File: src/rtl/wb_arbiter_pkg.sv
// Shared types for the writeback arbiter and its users.
// Latency: n/a (types, constants and a helper function only).
// Backpressure: n/a.
package wb_arbiter_pkg;

  localparam int unsigned NR_WB_PORTS   = 1;
  localparam int unsigned NR_WB_REQ     = 4;
  localparam int unsigned XLEN          = 32;
  localparam int unsigned TRANS_ID_BITS = 4;
  localparam int unsigned PRD_BITS      = 6;

  typedef logic [$clog2(NR_WB_REQ)-1:0] wb_req_idx_t;
  typedef logic [NR_WB_REQ-1:0]         wb_bitvector_t;

  // One functional-unit result as written to the PRF / reported to the ROB.
  typedef struct packed {
    logic [XLEN-1:0]          pc;
    logic [TRANS_ID_BITS-1:0] id;
    logic [PRD_BITS-1:0]      prd;
    logic [XLEN-1:0]          rdval;
  } fu_output_t;

  // Round-robin successor with an explicit wrap, so non-power-of-2 counts work.
  function automatic int unsigned rr_wrap_inc(input int unsigned idx, input int unsigned n);
    return (idx == n - 1) ? 0 : idx + 1;
  endfunction

endpackage

File: src/rtl/wb_arbiter_if.sv
// Request and writeback handshake bundle between the FUs, the arbiter and the PRF/ROB.
// Latency: n/a (wires only).
// Backpressure: req_ready per FU, wb_ready from the writeback consumer.
interface wb_arbiter_if
  import wb_arbiter_pkg::*;
#(
  parameter int unsigned NR_REQ = NR_WB_REQ
) ();

  localparam int unsigned IDX_W = $clog2(NR_REQ);

  logic [NR_REQ-1:0]             req_valid;
  fu_output_t [NR_REQ-1:0]       req_data;
  logic [NR_REQ-1:0]             req_ready;
  logic                          wb_valid;
  fu_output_t                    wb_data;
  logic                          wb_ready;
  logic [IDX_W-1:0]              wb_grant;

  // Arbiter side.
  modport slave (
    input  req_valid, req_data, wb_ready,
    output req_ready, wb_valid, wb_data, wb_grant
  );

  // FU / consumer side.
  modport master (
    output req_valid, req_data, wb_ready,
    input  req_ready, wb_valid, wb_data, wb_grant
  );

endinterface

File: src/rtl/wb_arbiter_rr_arb.sv
// Rotating-priority picker: first set request at or after ptr_i, wrapping.
// Latency: purely combinational.
// Backpressure: none; the caller qualifies gnt_o with its own accept condition.
module wb_arbiter_rr_arb #(
  parameter  int unsigned NR_REQ = 4,
  localparam int unsigned IDX_W  = $clog2(NR_REQ)
) (
  input  logic [NR_REQ-1:0] req_i,
  input  logic [IDX_W-1:0]  ptr_i,
  output logic [NR_REQ-1:0] gnt_o,
  output logic [IDX_W-1:0]  gnt_idx_o,
  output logic              any_o
);

  int unsigned pos;

  // Scan ptr, ptr+1, ... wrapping, and keep the first valid request found.
  always_comb begin
    gnt_o     = '0;
    gnt_idx_o = '0;
    any_o     = 1'b0;
    pos       = 0;
    for (int unsigned k = 0; k < NR_REQ; k++) begin
      pos = 32'(ptr_i) + k;
      if (pos >= NR_REQ) pos = pos - NR_REQ;
      if (!any_o && req_i[IDX_W'(pos)]) begin
        any_o     = 1'b1;
        gnt_idx_o = IDX_W'(pos);
      end
    end
    gnt_o[gnt_idx_o] = any_o;
  end

endmodule

File: src/rtl/wb_arbiter.sv
// Round-robin share of the single writeback port between NR_REQ FU result streams.
// Latency: 1 cycle from req handshake to wb_valid; 1 result per cycle throughput.
// Backpressure: grants only when the output register is empty or being popped, never during flush.
module wb_arbiter
  import wb_arbiter_pkg::*;
#(
  parameter int unsigned NR_REQ = NR_WB_REQ,
  parameter int unsigned CNT_W  = 32
) (
  input  logic             clk_i,
  input  logic             rst_ni,
  input  logic             flush_i,
  wb_arbiter_if.slave      bus,
  output logic [CNT_W-1:0] conflict_cnt_o
);

  localparam int unsigned     IDX_W   = $clog2(NR_REQ);
  localparam logic [NR_REQ-1:0] ONE_REQ = NR_REQ'(1);

  logic [IDX_W-1:0]  rr_ptr_q, rr_ptr_d;
  logic              wb_valid_q, wb_valid_d;
  fu_output_t        wb_data_q, wb_data_d;
  logic [IDX_W-1:0]  wb_grant_q, wb_grant_d;
  logic [CNT_W-1:0]  conflict_cnt_q, conflict_cnt_d;

  logic [NR_REQ-1:0] gnt;
  logic [IDX_W-1:0]  gnt_idx;
  logic              any_req;
  logic              can_accept;
  logic              conflict;

  wb_arbiter_rr_arb #(.NR_REQ(NR_REQ)) u_rr_arb (
    .req_i     (bus.req_valid),
    .ptr_i     (rr_ptr_q),
    .gnt_o     (gnt),
    .gnt_idx_o (gnt_idx),
    .any_o     (any_req)
  );

  // Holding rst_ni in here keeps req_ready low for the whole reset window.
  assign can_accept    = rst_ni && !flush_i && (!wb_valid_q || bus.wb_ready);
  assign bus.req_ready = gnt & {NR_REQ{can_accept}};
  // v & (v-1) is non-zero exactly when two or more bits are set.
  assign conflict      = |(bus.req_valid & (bus.req_valid - ONE_REQ));

  // Next state: flush beats transfer beats plain pop; statistics run independently.
  always_comb begin
    rr_ptr_d       = rr_ptr_q;
    wb_valid_d     = wb_valid_q;
    wb_data_d      = wb_data_q;
    wb_grant_d     = wb_grant_q;
    conflict_cnt_d = conflict_cnt_q;

    if (flush_i) begin
      wb_valid_d = 1'b0;
      rr_ptr_d   = '0;
    end else if (any_req && can_accept) begin
      wb_valid_d = 1'b1;
      wb_data_d  = bus.req_data[gnt_idx];
      wb_grant_d = gnt_idx;
      rr_ptr_d   = IDX_W'(rr_wrap_inc(32'(gnt_idx), NR_REQ));
    end else if (wb_valid_q && bus.wb_ready) begin
      wb_valid_d = 1'b0;
    end

    if (conflict && !(&conflict_cnt_q)) begin
      conflict_cnt_d = conflict_cnt_q + CNT_W'(1);
    end
  end

  // All arbiter state, asynchronously cleared.
  always_ff @(posedge clk_i or negedge rst_ni) begin
    if (!rst_ni) begin
      rr_ptr_q       <= '0;
      wb_valid_q     <= 1'b0;
      wb_data_q      <= '0;
      wb_grant_q     <= '0;
      conflict_cnt_q <= '0;
    end else begin
      rr_ptr_q       <= rr_ptr_d;
      wb_valid_q     <= wb_valid_d;
      wb_data_q      <= wb_data_d;
      wb_grant_q     <= wb_grant_d;
      conflict_cnt_q <= conflict_cnt_d;
    end
  end

  assign bus.wb_valid    = wb_valid_q;
  assign bus.wb_data     = wb_data_q;
  assign bus.wb_grant    = wb_grant_q;
  assign conflict_cnt_o  = conflict_cnt_q;

endmodule

File: src/flat_wrapper.sv
// flat-port wrapper written by rule: the top's interface ports become plain ports
module wb_arbiter_flat import wb_arbiter_pkg::*;
#(
  parameter int unsigned NR_REQ = NR_WB_REQ,
  parameter int unsigned CNT_W  = 32
)
  (clk_i, rst_ni, flush_i, conflict_cnt_o, bus_req_valid, bus_req_data, bus_wb_ready, bus_req_ready, bus_wb_valid, bus_wb_data, bus_wb_grant);
  wb_arbiter_if #(.NR_REQ(NR_REQ)) bus_i ();
  input  logic clk_i;
  input  logic rst_ni;
  input  logic flush_i;
  output logic [CNT_W-1:0] conflict_cnt_o;
  input wire logic [$bits(bus_i.req_valid)-1:0] bus_req_valid;
  input wire logic [$bits(bus_i.req_data)-1:0] bus_req_data;
  input wire logic [$bits(bus_i.wb_ready)-1:0] bus_wb_ready;
  output wire logic [$bits(bus_i.req_ready)-1:0] bus_req_ready;
  output wire logic [$bits(bus_i.wb_valid)-1:0] bus_wb_valid;
  output wire logic [$bits(bus_i.wb_data)-1:0] bus_wb_data;
  output wire logic [$bits(bus_i.wb_grant)-1:0] bus_wb_grant;
  assign bus_i.req_valid = bus_req_valid;
  assign bus_i.req_data = bus_req_data;
  assign bus_i.wb_ready = bus_wb_ready;
  assign bus_req_ready = bus_i.req_ready;
  assign bus_wb_valid = bus_i.wb_valid;
  assign bus_wb_data = bus_i.wb_data;
  assign bus_wb_grant = bus_i.wb_grant;
  wb_arbiter #(.NR_REQ(NR_REQ), .CNT_W(CNT_W)) u_core (.clk_i(clk_i), .rst_ni(rst_ni), .flush_i(flush_i), .bus(bus_i), .conflict_cnt_o(conflict_cnt_o));
endmodule
File: config.mk
export PLATFORM = sky130hd
export DESIGN_NAME = wb_arbiter_flat
export DESIGN_NICKNAME = d
export VERILOG_FILES = /design/src/rtl/wb_arbiter_pkg.sv /design/src/rtl/wb_arbiter_if.sv /design/src/rtl/wb_arbiter_rr_arb.sv /design/src/rtl/wb_arbiter.sv /design/src/flat_wrapper.sv
export SDC_FILE = /design/constraint.sdc
export NUM_CORES = 1
export LEC_CHECK = 0
export ABC_AREA = 1
export CORE_AREA = 2 2 163 165
export CTS_BUF_LIST = sky130_fd_sc_hd__clkbuf_2 sky130_fd_sc_hd__clkbuf_4 sky130_fd_sc_hd__clkbuf_8
export DETAILED_ROUTE_END_ITERATION = 8
export DIE_AREA = 0 0 165 167
export GPL_TIMING_DRIVEN = 0
export PLACE_DENSITY_LB_ADDON = 0.2
export SLEW_MARGIN = 20
export SYNTH_ARGS = -nofsm -noshare
export SYNTH_HDL_FRONTEND = slang
export SYNTH_SLANG_ARGS = --single-unit
File: constraint.sdc
create_clock -name clk_i -period 2.9 [get_ports clk_i]
set_input_delay 0.58 -clock clk_i [delete_from_list [all_inputs] [get_ports clk_i]]
set_output_delay 0.58 -clock clk_i [all_outputs]
set_load 0.05 [all_outputs]
==> summary.md <==
| Metric | Value |
|---|---|
| Run status | complete, no violations |
| Area Overhead vs Synth | 61.4% |
| I/O pin count | 417 |
| Synthesized area | between 8000 and 9000 um2 |
| Post-layout min period | approximately 2.8 ns |
| P per Cell Area | approximately 1100 nW/um2 |
| Largest area contributor in the netlist | dfrtp_1 |
| Cell count after synthesis | between 1000 and 1500 |
| Detailed Place HPWL | 27.5 mm |
| Worst-margin pin slew | 0.618 ns |
| Number of enable flip-flop cells after synthesis | 0 |
| Final hold vios | 0 |
| Worst Setup Path Type | reg -> out |
| CTS H-tree depth | 3 |
| Worst reg2reg setup slack | between 0.4 and 0.5 ns |
| GRT Total Usage | 24.8% |
| Prevailing post-synth register cell | dfrtp_1 |
| Die width | 165 um |
| Starting Density | 32.8% |
| Worst Setup Start Kind | register |
| Vias in the first global route | 9679 |
| Worst Path Max Fanout | 8 |
| DRC | 0 |
| Synth top area cells | dfrtp_1 (33%), nand2_1 (31%), nand3_1 (14%), inv_1 (7.9%), buf_2 (2.4%) |
| First-pass GRT wire length | roughly 53 mm |
| Core Rows | between 50 and 60 |
| TritonCTS Buffers | 9 |
| Worst slew margin | roughly three fifths |
| Register area share after synthesis | between 30% and 40% |
| Yosys cell types | 29 |
| Fin crit share | a little over nine tenths |
| LEAKAGE | a little over 0.007 uW |
| Syn Area/Cell | between 5 and 6 um2 |
| Synth top area share | approximately a third |
| Yosys warns | 0 |
| Pins over their slew limit | 0 |
| Reg clk slew, reported paths | 0.12 ns |
| 1st-iter DRT viols | between 500 and 600 |
| R2R Path Start | u_core.rr_ptr_q[0] |
| Clock Skew | around 0.017 ns |
| CP Data Arrival Time | roughly 2.2 ns |
| Inst Count DP | approximately 2200 |
| Pre-antenna DRT Iters | 5 |
| Clk Latency, worst-skew pair | 0.39 ns |
| Remaining antenna violation count | 0 |
| Final net count | between 2000 and 2500 |
| Peak VDD IR | between 0.0006 and 0.0007 V |
| Routed via count | slightly above 10000 |
| Gr ovfl total | 0 |
| WHS | between 0.1 and 0.15 ns |
| Mean routed wirelength per cell | between 15 and 20 um |
| CP required | 2.32 ns |
| Drt total wl | ~35 mm |
| Clk sinks | 111 |
| Async SR Flop Fraction | 100% |
| Count of final setup violators | 0 |
| Worst r2r dst | u_core.bus.wb_data[16] |
| Largest net degree at the start of global routing | between 60 and 70 |
| Synth Register Bits | approximately 110 |
| Hold crit path type | in -> async |
| Placed inst area | between 10000 and 15000 um2 |
| Layout cells sized above 1 | approximately 8% |
| Most frequent cells in the layout | nand2_1 (671), clkdlybuf4s50_1 (407), nand3_1 (236) |
| Initial antenna violation count | 2 |
| Die footprint | 27600 um2 |
| Core area | between 20000 and 30000 um2 |
| Max frequency | about 360 MHz |
| Design Area, Final | ~14000 um2 |
| CTS root buf | clkbuf_8 |
| PortBufs | 416 |
| CTS tree | built |
| Fin Setup TNS | 0 ns |
| Commonest non-fill, non-tap cell in the layout | nand2_1 |
| Chip Height | between 150 and 200 um |
| FF-to-FF path depth | 17 |
| Max-cap violations | 0 |
| CP Capture Type | primary output |
| RSZ-0062 raised after global routing | yes |
| Placer Congestion | between 0.8 and 0.9 |
| Via/cell ratio | ~4.6 |
| # fillers | between 2000 and 3000 |
| Clk buf depth | 2 |
| Non-Filler Instances | 2207 |
| Mapped Nets | roughly 1700 |
-- final cells by class --
cell class | instances | area [um2] | area share [%]
clock inverters | 7 | 115 | 0.843
diodes | 2 | 5.00 | 0.0367
flip-flops and latches | 111 | 2780 | 20.4
clock buffers | 9 | 124 | 0.908
plain buffers | 78 | 462 | 3.38
multi-input cells | 1043 | 4670 | 34.2
well taps | 335 | 419 | 3.07
inverters | 181 | 694 | 5.09
repair buffers | 441 | 4380 | 32.1
-- power breakdown --
group | switching, uW | internal [uW]
Sequential | 367 | 2100
Clock | 614 | 507
Combinational | 7260 | 3920
-- cells in the mapped netlist, types with 7 or more instances --
cell type,n
buf_4,10
nand3_1,239
nand4_1,12
inv_1,177
buf_6,12
nor3_1,12
buf_1,7
nor2_1,32
dfrtp_1,111
buf_2,40
xor2_1,15
xnor2_1,16
clkbuf_1,14
nand2_1,689
-- cells by family (layout without fill, tap and decap cells) --
family / count (synthesis) / count (layout) / synth area share, %
AO/OA/AOI/OAI: 9 / 9 / 0.577
other: 0 / 2 / 0
AND/OR/NAND/NOR: 1001 / 1001 / 49.2
flip-flops: 111 / 111 / 32.8
XOR/XNOR: 31 / 31 / 3.21
buffers and inverters: 264 / 716 / 13.8
adder cells (fa/ha/maj): 2 / 2 / 0.296
-- sequential cells by signal, summed over array words and instances, names as in the netlist --
signal	count
u_core.bus.wb_data	74
u_core.bus.wb_valid	1
u_core.bus.wb_grant	2
u_core.rr_ptr_q	2
u_core.conflict_cnt_o	32
-- per-stage QoR --
step	power, uW	util, %	worst slack, ns
3_3_place_gp	13200	50.6	-4.77
4_1_cts	14800	52.4	0.00106
5_1_grt	16000	53.0	-0.0477
3_5_place_dp	13300	50.8	-1.41
2_1_floorplan	9690	-	0.0605
6_report	14800	53.0	0.0889
-- worst max-delay path, cell delays in order (launching register included) --
cell and delay, ns:
dfrtp_1 0.44, buf_6 0.17, nand2_2 0.08, nand2_2 0.05, nand2_1 0.07, nand2_2 0.06, nor2_4 0.12, nand2_2 0.09
nor2_4 0.12, nor2_4 0.06, buf_6 0.11, buf_6 0.12, nor3_4 0.16, buf_6 0.18
-- routing by layer --
metal | track usage [%] | routed length (um) | vias to the layer above
li1 | - | - | 5217
met1 | 30.1 | 14000 | 4643
met2 | 44.9 | 18100 | 322
met3 | 4.81 | 2220 | 25
met4 | 5.75 | 531 | 0
met5 | 0 | 0 | -
-- worst max path at each step --
stage | end | from | slack (ns) | cells past startpoint
after floorplan | bus_req_ready[0] | bus_req_valid[3] | 0.06 | 11
after global placement | bus_req_ready[2] | rst_ni | -4.77 | 9
after detailed placement | bus_req_ready[1] | bus_req_valid[0] | -1.41 | 14
after CTS | bus_req_ready[1] | u_core.rr_ptr_q[0] | 0.001 | 15
after global routing | bus_req_ready[3] | u_core.rr_ptr_q[0] | -0.05 | 12
final | bus_req_ready[3] | u_core.rr_ptr_q[0] | 0.09 | 13
-- timing repair --
action | 4_1_cts | 5_1_grt
cloned | 0 | 0
buffers inserted | 20 | 4
resized for setup | 55 | 38
setup endpoints to repair | 4 | 4
hold buffers | 0 | 0
pin swaps | 10 | 20
Note: power is estimated with default switching activity, not from simulation.
